### config.mk
export PLATFORM = sky130hd
export DESIGN_NAME = vga_timing_gen
export DESIGN_NICKNAME = d
export VERILOG_FILES = /design/src/rtl/vga_timing_gen.sv
export SDC_FILE = /design/constraint.sdc
export NUM_CORES = 1
export LEC_CHECK = 0
export CORE_MARGIN = 5
export CORE_UTILIZATION = 40
export DETAILED_ROUTE_END_ITERATION = 8
export PLACE_DENSITY = 0.62
export SETUP_SLACK_MARGIN = 0.05
export SLEW_MARGIN = 20
export SYNTH_ARGS = -nofsm -noshare
export SYNTH_HDL_FRONTEND = slang
export SYNTH_SLANG_ARGS = --single-unit
### constraint.sdc
create_clock -name clk -period 2.2 [get_ports clk]
set_input_delay 0.66 -clock clk [delete_from_list [all_inputs] [get_ports clk]]
set_output_delay 0.66 -clock clk [all_outputs]
set_load 0.02 [all_outputs]
### src/rtl/vga_timing_gen.sv
// VGA pixel-timing source: clock divider to a pixel enable, horizontal/vertical scan
// counters, registered sync/blank strobes and line/frame pulses.
module vga_timing_gen #(
    parameter int CLK_DIV  = 2,
    parameter int H_ACTIVE = 640,
    parameter int H_FP     = 16,
    parameter int H_SYNC   = 96,
    parameter int H_BP     = 48,
    parameter int V_ACTIVE = 480,
    parameter int V_FP     = 10,
    parameter int V_SYNC   = 2,
    parameter int V_BP     = 33,
    parameter bit HS_POL   = 1'b0,
    parameter bit VS_POL   = 1'b0
) (
    input  logic       clk,
    input  logic       reset,
    input  logic       enable,
    output logic [9:0] h_counter,
    output logic [9:0] v_counter,
    output logic       VGA_HS,
    output logic       VGA_VS,
    output logic       VGA_BLANK_N,
    output logic       VGA_SYNC_N,
    output logic       VGA_CLK,
    output logic       pix_ce,
    output logic       line_start,
    output logic       frame_start,
    output logic [7:0] frame_count
);

    localparam int H_TOTAL = H_ACTIVE + H_FP + H_SYNC + H_BP;
    localparam int V_TOTAL = V_ACTIVE + V_FP + V_SYNC + V_BP;
    localparam int DIV_W   = (CLK_DIV > 2) ? $clog2(CLK_DIV) : 1;

    localparam logic [DIV_W-1:0] DIV_LAST = DIV_W'(CLK_DIV - 1);
    localparam logic [DIV_W-1:0] DIV_HALF = DIV_W'(CLK_DIV / 2);
    localparam logic [9:0] H_LAST   = 10'(H_TOTAL - 1);
    localparam logic [9:0] V_LAST   = 10'(V_TOTAL - 1);
    localparam logic [9:0] HS_START = 10'(H_ACTIVE + H_FP);
    localparam logic [9:0] HS_END   = 10'(H_ACTIVE + H_FP + H_SYNC);
    localparam logic [9:0] VS_START = 10'(V_ACTIVE + V_FP);
    localparam logic [9:0] VS_END   = 10'(V_ACTIVE + V_FP + V_SYNC);

    logic [DIV_W-1:0] div_q, div_d;
    logic [9:0]       h_q, h_d, v_q, v_d;
    logic [7:0]       fc_q, fc_d;
    logic             hs_q, hs_d, vs_q, vs_d, blank_q, blank_d;
    logic             vclk_q, vclk_d, ls_q, ls_d, fs_q, fs_d;
    logic             pix_ce_w, h_wrap, v_wrap;

    always_comb begin
        pix_ce_w = enable && (div_q == DIV_LAST);
        h_wrap   = (h_q == H_LAST);
        v_wrap   = (v_q == V_LAST);

        div_d = div_q;
        h_d   = h_q;
        v_d   = v_q;
        fc_d  = fc_q;

        if (enable) begin
            div_d = pix_ce_w ? '0 : div_q + DIV_W'(1);
        end

        if (pix_ce_w) begin
            if (h_wrap) begin
                h_d = '0;
                if (v_wrap) begin
                    v_d  = '0;
                    fc_d = fc_q + 8'd1;
                end else begin
                    v_d = v_q + 10'd1;
                end
            end else begin
                h_d = h_q + 10'd1;
            end
        end

        // Strobes decode the next coordinates so they change on the same edge as the counters.
        hs_d    = ((h_d >= HS_START) && (h_d < HS_END)) ? HS_POL : ~HS_POL;
        vs_d    = ((v_d >= VS_START) && (v_d < VS_END)) ? VS_POL : ~VS_POL;
        blank_d = (h_d < 10'(H_ACTIVE)) && (v_d < 10'(V_ACTIVE));
        vclk_d  = (div_d >= DIV_HALF);
        ls_d    = pix_ce_w && h_wrap;
        fs_d    = pix_ce_w && h_wrap && v_wrap;
    end

    always_ff @(posedge clk or negedge reset) begin
        if (!reset) begin
            div_q   <= '0;
            h_q     <= '0;
            v_q     <= '0;
            fc_q    <= '0;
            hs_q    <= ~HS_POL;
            vs_q    <= ~VS_POL;
            blank_q <= 1'b1;
            vclk_q  <= 1'b0;
            ls_q    <= 1'b0;
            fs_q    <= 1'b0;
        end else begin
            div_q   <= div_d;
            h_q     <= h_d;
            v_q     <= v_d;
            fc_q    <= fc_d;
            hs_q    <= hs_d;
            vs_q    <= vs_d;
            blank_q <= blank_d;
            vclk_q  <= vclk_d;
            ls_q    <= ls_d;
            fs_q    <= fs_d;
        end
    end

    assign h_counter   = h_q;
    assign v_counter   = v_q;
    assign VGA_HS      = hs_q;
    assign VGA_VS      = vs_q;
    assign VGA_BLANK_N = blank_q;
    assign VGA_SYNC_N  = 1'b0;
    assign VGA_CLK     = vclk_q;
    assign pix_ce      = pix_ce_w;
    // Pulses are suppressed while the scan is frozen.
    assign line_start  = ls_q && enable;
    assign frame_start = fs_q && enable;
    assign frame_count = fc_q;

endmodule

# == Word-level counts from Yosys, hierarchy flattened ==
# Cells that the tools add are included.
# word_totals
reg_bits,35
latch_bits,0
mem_bits_rw,0
mem_bits_ro,0
inputBits,3
output_inout_bits,36
elab_cells,41
mem_count,0
# classes
n_addsub,4
n_mul,0
div,0
magnitude_cmp,7
eq_ne,2
shifts,0
n_mux,9
n_bitwise,0
n_reduce_logical,9
# op_table
op,n
$mux W10,5
$add A10 B1 Y10 const B,2
$eq A10 B10 Y1 const B,2
$lt A10 B10 Y1 const B,2
$lt A10 B9 Y1 const B,2
$ge A10 B10 Y1 const B,1
$ge A10 B9 Y1 const B,1
$add A8 B1 Y8 const B,1
$logic_and A1 B1 Y1,8
$mux W1,4
$reduce_and A3 Y1,1
$add A1 B1 Y1 const B,1
$ge A1 B1 Y1 const B,1

# == Logic depth before layout (Yosys ltp) ==
# Gate-level depths: netlist (run 1).
# logic_depth
depth_word,7
depth_mapped,9
mapped_depth_nobuf,7

# == Worst setup path after synthesis (run 1) ==
# No wires, ideal clock.
# synth_path
kind,input to register
start,input enable
end,"register vs_q, in the netlist VGA_VS"
arrival_ps,2529
required_ps,2114
setup_slack_ps,-415
cell_stages,9
path_cell_list,ha_1 > buf_2 > nand4_2 > or3_4 > clkinv_2 > and2_4 > buf_8 > nor3_2 > a2111o_1
# synth_between
elab_chain_cells,5
word_cells_on_any_way,6
classes_between,order compare (2); mux (2); reduce/logical (2)
# synth_lines
element,line,source
start: declaration,18,"input logic enable,"
$logic_and A1 B1 Y1 (*),53,pix_ce_w = enable && (div_q == DIV_LAST);
$mux W10 (*),66,if (pix_ce_w) begin
named net v_d[9],46,"logic [9:0] h_q, h_d, v_q, v_d;"
$ge A10 B9 Y1 / $lt A10 B9 Y1 (equally long branches),82,vs_d = ((v_d >= VS_START) && (v_d < VS_END)) ? VS_POL : ~VS_POL;
$logic_and A1 B1 Y1 (*),82,
$mux W1 (*),82,
named net vs_d,48,"logic hs_q, hs_d, vs_q, vs_d, blank_q, blank_d;"
end signal: assignment,96,vs_q <= ~VS_POL;
end signal: assignment,107,vs_q <= vs_d;
end: declaration,48,
# Mark *: on every way through the listed nets, which the timed path passes. The rest lies on a longest branch.
# A chain may end at the register's enable or synchronous reset.

# == Final worst setup path (run 1) ==
# layout_path
start,"register h_q[7], in the netlist h_counter[7]"
end,"register vs_q, in the netlist VGA_VS"
# layout_between
elab_chain_cells,6
word_cells_on_any_way,7
classes_between,order compare (2); eq/ne (1); mux (3); reduce/logical (1)
# layout_lines
element,line,source
start: declaration,46,
start signal: assignment,92,h_q <= '0;
start signal: assignment,103,h_q <= h_d;
$eq A10 B10 Y1 (*),54,h_wrap = (h_q == H_LAST);
$mux W10 (*),67,if (h_wrap) begin
$mux W10 (*),66,
$ge A10 B9 Y1 / $lt A10 B9 Y1 (equally long branches),82,
$logic_and A1 B1 Y1 (*),82,
$mux W1 (*),82,
named net vs_d,48,
# Marked as above.

==> key figures, run 1 <==
Layout
  – Layout cells sized above 1: 0.237
  – Diode count: 0
  – # fillers: between 400 and 500
  – Area of the multi-input gates: ~960 sq um
  – Area growth syn-to-layout: 37.4%
  – Sequential cell area: 857 sq um
  – Post-layout nets: 252

Logic synthesis
  – EDFF count, synth: 0
  – Seq/Total Area, Yosys: 0.454
  – Syn Area/Cell: between 10 and 15 sq um
  – Synth unique cells: between 50 and 60
  – Synth Net Count: between 150 and 200
  – Cells after Synth: ~190
  – Yosys warnings: 0
  – Yosys reg bits: 34
  – Most used DFF post-synth: dfrtp_1
  – Synth Cell Area: between 1500 and 2000 sq um
  – Fraction of registers with async set/reset: 1.00

Floorplanning
  – Die width: 78.6 um
  – Chip height: around 79 um
  – Starting density of the core: 0.404
  – # rows: 25
  – Core Footprint: roughly 4700 sq um
  – Die footprint: 6180 sq um
  – Top-Level Pins: 39

GRT
  – Pin count of the biggest net entering global routing: 35
  – Vias in the first global route: 1561
  – Global-route wire length before repair: about 7400 um
  – Gr ovfl total: 0
  – Total GRT Usage: 0.151
  – Initial antenna violation count: 0

Pwr
  – Pint: approximately 1.1 mW
  – Seq pwr share: 0.442
  – Power Density: around 650 nW/um^2
  – Net Sw Power: about 540 uW
  – Logic pwr share: 0.275
  – Clk pwr share: 0.283
  – Sw Ratio: 0.319
  – Worst vdd ir: between 300 and 400 uV
  – Leakage: ~1.2 nW
  – Total Power: approximately 1.7 mW

Drt
  – Routed WL: between 4000 and 5000 um
  – DRC: 0
  – Wire per inst: 14.4 um
  – Vias: approximately 1600
  – Router iterations before antenna repair: 4
  – 1st-iter DRT viols: slightly above 90
  – Antenna violation net count after detailed routing: 0
  – Avg Vias per Cell: 5.32

Clock tree
  – CTS tree: yes
  – Clock Latency Late Sink: approximately 290 ps
  – Post-CTS Setup Bufs: 0
  – Num CTS Buffers: 5
  – Max clock buf depth: 2
  – Root Driver: clkbuf_8
  – H-tree depth: 2
  – CTS Sinks: 34
  – Worst-path clk slew: 70 ps

Critical path
  – Slowest cell on crit path: or3_4
  – Crit path largest cell delay: 410 ps
  – CP Cell Sequence: nand4b_1 -> buf_4 -> or3_4 -> a211oi_1 -> o22ai_1 -> a2111o_1
  – Crit. End Element: flop
  – Critical Path AT: about 2300 ps
  – Critical Path Fanout Max: 5
  – Delay-heaviest family, CP: compound AO/OA/AOI/OAI gates
  – Startpoint types: flop
  – Required time worst endpoint: approximately 2400 ps
  – Crit Path Class: flop to flop
  – WP buf/inv: 1

Status
  – Outcome: complete, no violations

Placement
  – I/O Buffers: 37
  – Dpl hpwl: around 3300 um
  – RD Place Congestion: 0.855
  – Dpl ws: -532 ps

STA
  – Final hold slack: 465 ps
  – Final Hold Viols: 0
  – Max Slew Vio Count: 0
  – Final setup fails: 0
  – Fin crit period: approximately 2100 ps
  – RSZ-0062 raised after global routing: true
  – Clock skew: between 7 and 8 ps
  – Maximum clock frequency: about 470 MHz
  – Final Cycle Share: 0.959
  – Setup WS post-layout: 90.3 ps

Hold path
  – Hold Crit Class: flop to flop

Job
  – Max-cap viol count: 0
-- per-layer routing --
metal | wire length, um | vias to the layer above | track usage
li1 | - | 780 | -
met1 | 1960 | 762 | 0.196
met2 | 2080 | 44 | 0.244
met3 | 207 | 4 | 0.0367
met4 | 58 | 0 | 0.0490
met5 | 0 | - | 0
-- final timing paths --
kind                                        to            from  cells after the start  slack [ps]
worst min register to register  frame_count[7]  frame_count[7]                      1         460
worst min-delay path            frame_count[7]  frame_count[7]                      1         460
max in group asynchronous               VGA_HS           reset                      2        1070
worst max register to register          VGA_VS    h_counter[7]                      6          90
min in group asynchronous         v_counter[8]           reset                      2         780
worst max-delay path                    VGA_VS    h_counter[7]                      6          90
-- power groups by stage --
stage	logic [mW]	clock network (mW)	registers (mW)
floorplan	0.195	0	0.822
global placement	0.463	0	0.755
detailed placement	0.471	0	0.757
CTS	0.468	0.494	0.745
global route	0.512	0.535	0.757
finish	0.463	0.477	0.744
-- Yosys cell counts, drive strengths merged (2+ instances only) --
cell | number | area share
a21oi | 5 | 0.013
a31oi | 2 | 0.0066
and2 | 5 | 0.018
and3 | 3 | 0.010
and4 | 4 | 0.019
buf | 7 | 0.033
clkbuf | 6 | 0.012
dfrtp | 31 | 0.41
dfstp | 3 | 0.042
ha | 5 | 0.033
inv | 5 | 0.010
mux2 | 3 | 0.018
nand2 | 16 | 0.032
nand3 | 12 | 0.032
nand4 | 7 | 0.027
nand4b | 5 | 0.023
nor2 | 9 | 0.018
nor3 | 4 | 0.013
nor4 | 2 | 0.015
o211ai | 2 | 0.0080
o21ai | 4 | 0.011
o21bai | 2 | 0.0080
o22ai | 2 | 0.0066
or2 | 2 | 0.0066
or3 | 2 | 0.0093
xnor2 | 13 | 0.060
xor2 | 7 | 0.033
-- layout by cell type, fill, tap and decap left out, types with 5 or more instances in the layout --
cell             netlist  routed
xnor2_1               13      13
nor2_1                 9       9
nand4_1                6       6
dfrtp_1               31      29
clkbuf_8               0       6
xor2_1                 7       7
a21oi_1                5       5
clkdlybuf4s50_1        0      31
nand3_1               12      12
inv_1                  5       5
nand2_1               16      14
nand4b_1               5       5
buf_4                  2      28
-- worst register-to-register path: stages (launching register included) --
cell	delay, ps
dfrtp_1	370
nand4b_1	290
buf_4	220
or3_4	410
a211oi_1	250
o22ai_1	130
a2111o_1	370
-- state kept, by name (all words and copies together) (netlist names) --
signal       flops
h_counter       10
v_counter       10
frame_count      8
VGA_BLANK_N      1
VGA_HS           1
VGA_VS           1
div_q            1
fs_q             1
ls_q             1
-- cell families after synthesis --
kind of cell               synth area share
buffers and inverters                0.0578
other                               0.00199
muxes                                0.0232
and+or+nand+nor                       0.252
DFF                                   0.454
xor gates and xnor gates             0.0930
AOI/OAI and AO/OA                    0.0850
adders and majority gates            0.0332
-- cell type report --
cell class                      count  area share
Inverter                            6      0.0106
Timing Repair Buffer               65       0.223
Tap cell                           54      0.0261
Sequential cell                    34       0.331
Multi-Input combinational cell    132       0.373
Clock buffer                        6      0.0319
Clock inverter                      2     0.00483
-- metrics by stage --
step	cells	TNS (ps)	cell area, sq um	util
4_1_cts	299	0	2580	0.553
5_1_grt	299	0	2590	0.555
3_5_place_dp	291	-10100	2490	0.534
3_3_place_gp	291	-9220	2490	0.534
2_1_floorplan	185	-228	1930	-
6_report	299	0	2590	0.555
-- what timing repair did --
item                                    4_1_cts  5_1_grt
cloned                                        0        0
resized for setup                             4        7
hold buffers                                  0        0
pin swaps                                     1        0
endpoints found under the setup margin       24        9
hold endpoints to repair                      0        0
Power figures use the tool's default switching activity.
==> run 2, diff against run 1 <==
Settings changed: CORE_ASPECT_RATIO from default to 1.4.
==> run 2 against run 1 <==
First-iteration DRC count fell by 45%; non-clock buffer count down 3; clock power decreased by 0.8%; final area is 1.7% higher; flip-flop and latch count unchanged; highest routed layer unchanged.
==> key figures, run 2 (synthesis gave the netlist of run 1 again) <==
Layout
  – Area growth syn-to-layout: 39.8%
  – Diode count: 0
  – Layout cells sized above 1: 0.248
  – Area of the multi-input gates: 1020 sq um
  – Final core utilization: 0.581
  – Commonest non-fill, non-tap cell in the layout: clkdlybuf4s50_1
  – Post-layout nets: 249
  – Sequential cell area: 857 sq um
  – Final Instance Count excl. Fillers: 304
  – Finished Cell Area: 2630 sq um
  – Most frequent cells in the layout: clkdlybuf4s50_1 (31), dfrtp_1 (29), buf_4 (25)
  – # fillers: 406

Placement
  – Dpl hpwl: between 3000 and 4000 um
  – RD Place Congestion: slightly above 0.8
  – Dpl ws: -569 ps
  – Cells after DPL: around 300
  – Post-DP Area: around 2500 sq um
  – I/O Buffers: 37

Floorplanning
  – Core Footprint: 4540 sq um
  – Starting density of the core: 0.415
  – # rows: 29
  – Top-Level Pins: 39
  – Die footprint: ~6200 sq um
  – Die width: between 60 and 70 um
  – Chip height: 91.2 um

Pwr
  – Pint: 1.14 mW
  – Power Density: approximately 640 nW/um^2
  – Leakage: between 1 and 1.5 nW
  – Clk pwr share: 0.281
  – Worst vdd ir: 349 uV
  – Sw Ratio: 0.319
  – Seq pwr share: 0.454
  – Net Sw Power: approximately 540 uW
  – Logic pwr share: 0.265

Clock tree
  – Root Driver: clkbuf_8
  – CTS Sinks: 34
  – CTS Hold Bufs: 0
  – CTS tree: yes
  – Num CTS Buffers: 5
  – Worst-path clk slew: ~70 ps
  – H-tree depth: 2
  – Clock Latency Late Sink: around 290 ps
  – Max clock buf depth: 2

Critical path
  – WP buf/inv: 1
  – Crit path largest cell delay: 410 ps
  – Delay-heaviest family, CP: compound AO/OA/AOI/OAI gates
  – Startpoint types: primary input
  – Critical Path Fanout Max: 4
  – CP Cell Sequence: clkdlybuf4s15_2 -> ha_4 -> nand4_4 -> or3_4 -> a211oi_2 -> o22ai_2 -> a2111o_1
  – Slowest cell on crit path: or3_4
  – Crit. End Element: flop
  – Crit Path Class: primary input to flop
  – Critical Path AT: roughly 2300 ps
  – Required time worst endpoint: roughly 2400 ps

Drt
  – Antenna violation net count after detailed routing: 0
  – 1st-iter DRT viols: 50
  – Router iterations before antenna repair: 4
  – Avg Vias per Cell: ~5.3
  – Routed WL: approximately 4600 um
  – DRC: 0
  – Wire per inst: between 10 and 15 um
  – Vias: approximately 1600

GRT
  – Gr ovfl total: 0
  – Pin count of the biggest net entering global routing: 35
  – Total GRT Usage: 0.162
  – Initial antenna violation count: 0
  – Global-route wire length before repair: around 8000 um
  – Vias in the first global route: ~1600

STA
  – Setup WS post-layout: approximately 100 ps
  – Final setup fails: 0
  – Final Cycle Share: 0.953
  – Final Hold Viols: 0
  – Clock skew: 9.13 ps
  – RSZ-0062 raised after global routing: true
  – Fin crit period: about 2100 ps
  – Max Slew Vio Count: 0
  – Maximum clock frequency: 477 MHz

Hold path
  – Hold Crit Class: flop to flop

Job
  – Max-cap viol count: 0

Status
  – Outcome: complete, no violations
-- run 2: changes by cell type in the layout (fill, tap and decap cells not counted), sizes merged --
cell | previous run | this run
clkdlybuf4s15 | 0 | 1
buf | 28 | 25
clkinvlp | 1 | 0
-- run 2: repair_timing --
action / CTS / global route
endpoints found under the hold margin: 0 / 0
pin swaps: 4 / 1
buffers inserted: 1 / 0
endpoints found under the setup margin: 25 / 6
gates resized for setup: 12 / 9
-- run 2: cell type report --
| type | count | share of cell area |
|---|---|---|
| Sequential cell | 34 | 0.325 |
| Inverter | 6 | 0.0105 |
| Timing Repair Buffer | 62 | 0.213 |
| Clock inverter | 1 | 0.00190 |
| Tap cell | 62 | 0.0295 |
| Clock buffer | 7 | 0.0328 |
| Multi-Input combinational cell | 132 | 0.387 |
-- run 2: per-layer routing --
layer | global-route usage | share of wire | up-vias
li1 | - | - | 765
met1 | 0.190 | 0.41 | 795
met2 | 0.279 | 0.53 | 37
met3 | 0.0407 | 0.043 | 10
met4 | 0.0531 | 0.020 | 0
met5 | 0 | 0 | -
-- run 2: power by group through the flow --
stage	clock network, mW	registers [mW]	logic [mW]
final	0.473	0.763	0.445
after global routing	0.516	0.774	0.487
after CTS	0.488	0.761	0.448
after detailed placement	0	0.771	0.449
after global placement	0	0.766	0.441
after floorplan	0	0.822	0.195
-- run 2: worst paths after layout --
path,startpoint,to,slack [ps],cells past startpoint
worst max-delay path,enable,VGA_VS,100,7
worst min-delay path,frame_count[7],frame_count[7],480,1
worst max register to register,h_counter[7],VGA_VS,130,5
worst min register to register,frame_count[7],frame_count[7],480,1
max in group asynchronous,reset,VGA_HS,1070,2
min in group asynchronous,reset,h_counter[5],770,2
-- run 2: through the flow --
step | hold WS, ps | power, mW | setup TNS (ps)
after floorplan | 364 | 1.02 | -228
after detailed placement | 461 | 1.22 | -10070
after CTS | 477 | 1.70 | 0
after global placement | 461 | 1.21 | -9230
after global routing | 499 | 1.78 | 0
final | 477 | 1.68 | 0
-- run 2: worst reg2reg max path, cell delays in order, from the launching register on --
cell and delay, ps:
dfrtp_1 420, nand4b_1 330, or3_4 490, a211oi_2 250, o22ai_2 130, a2111o_1 350
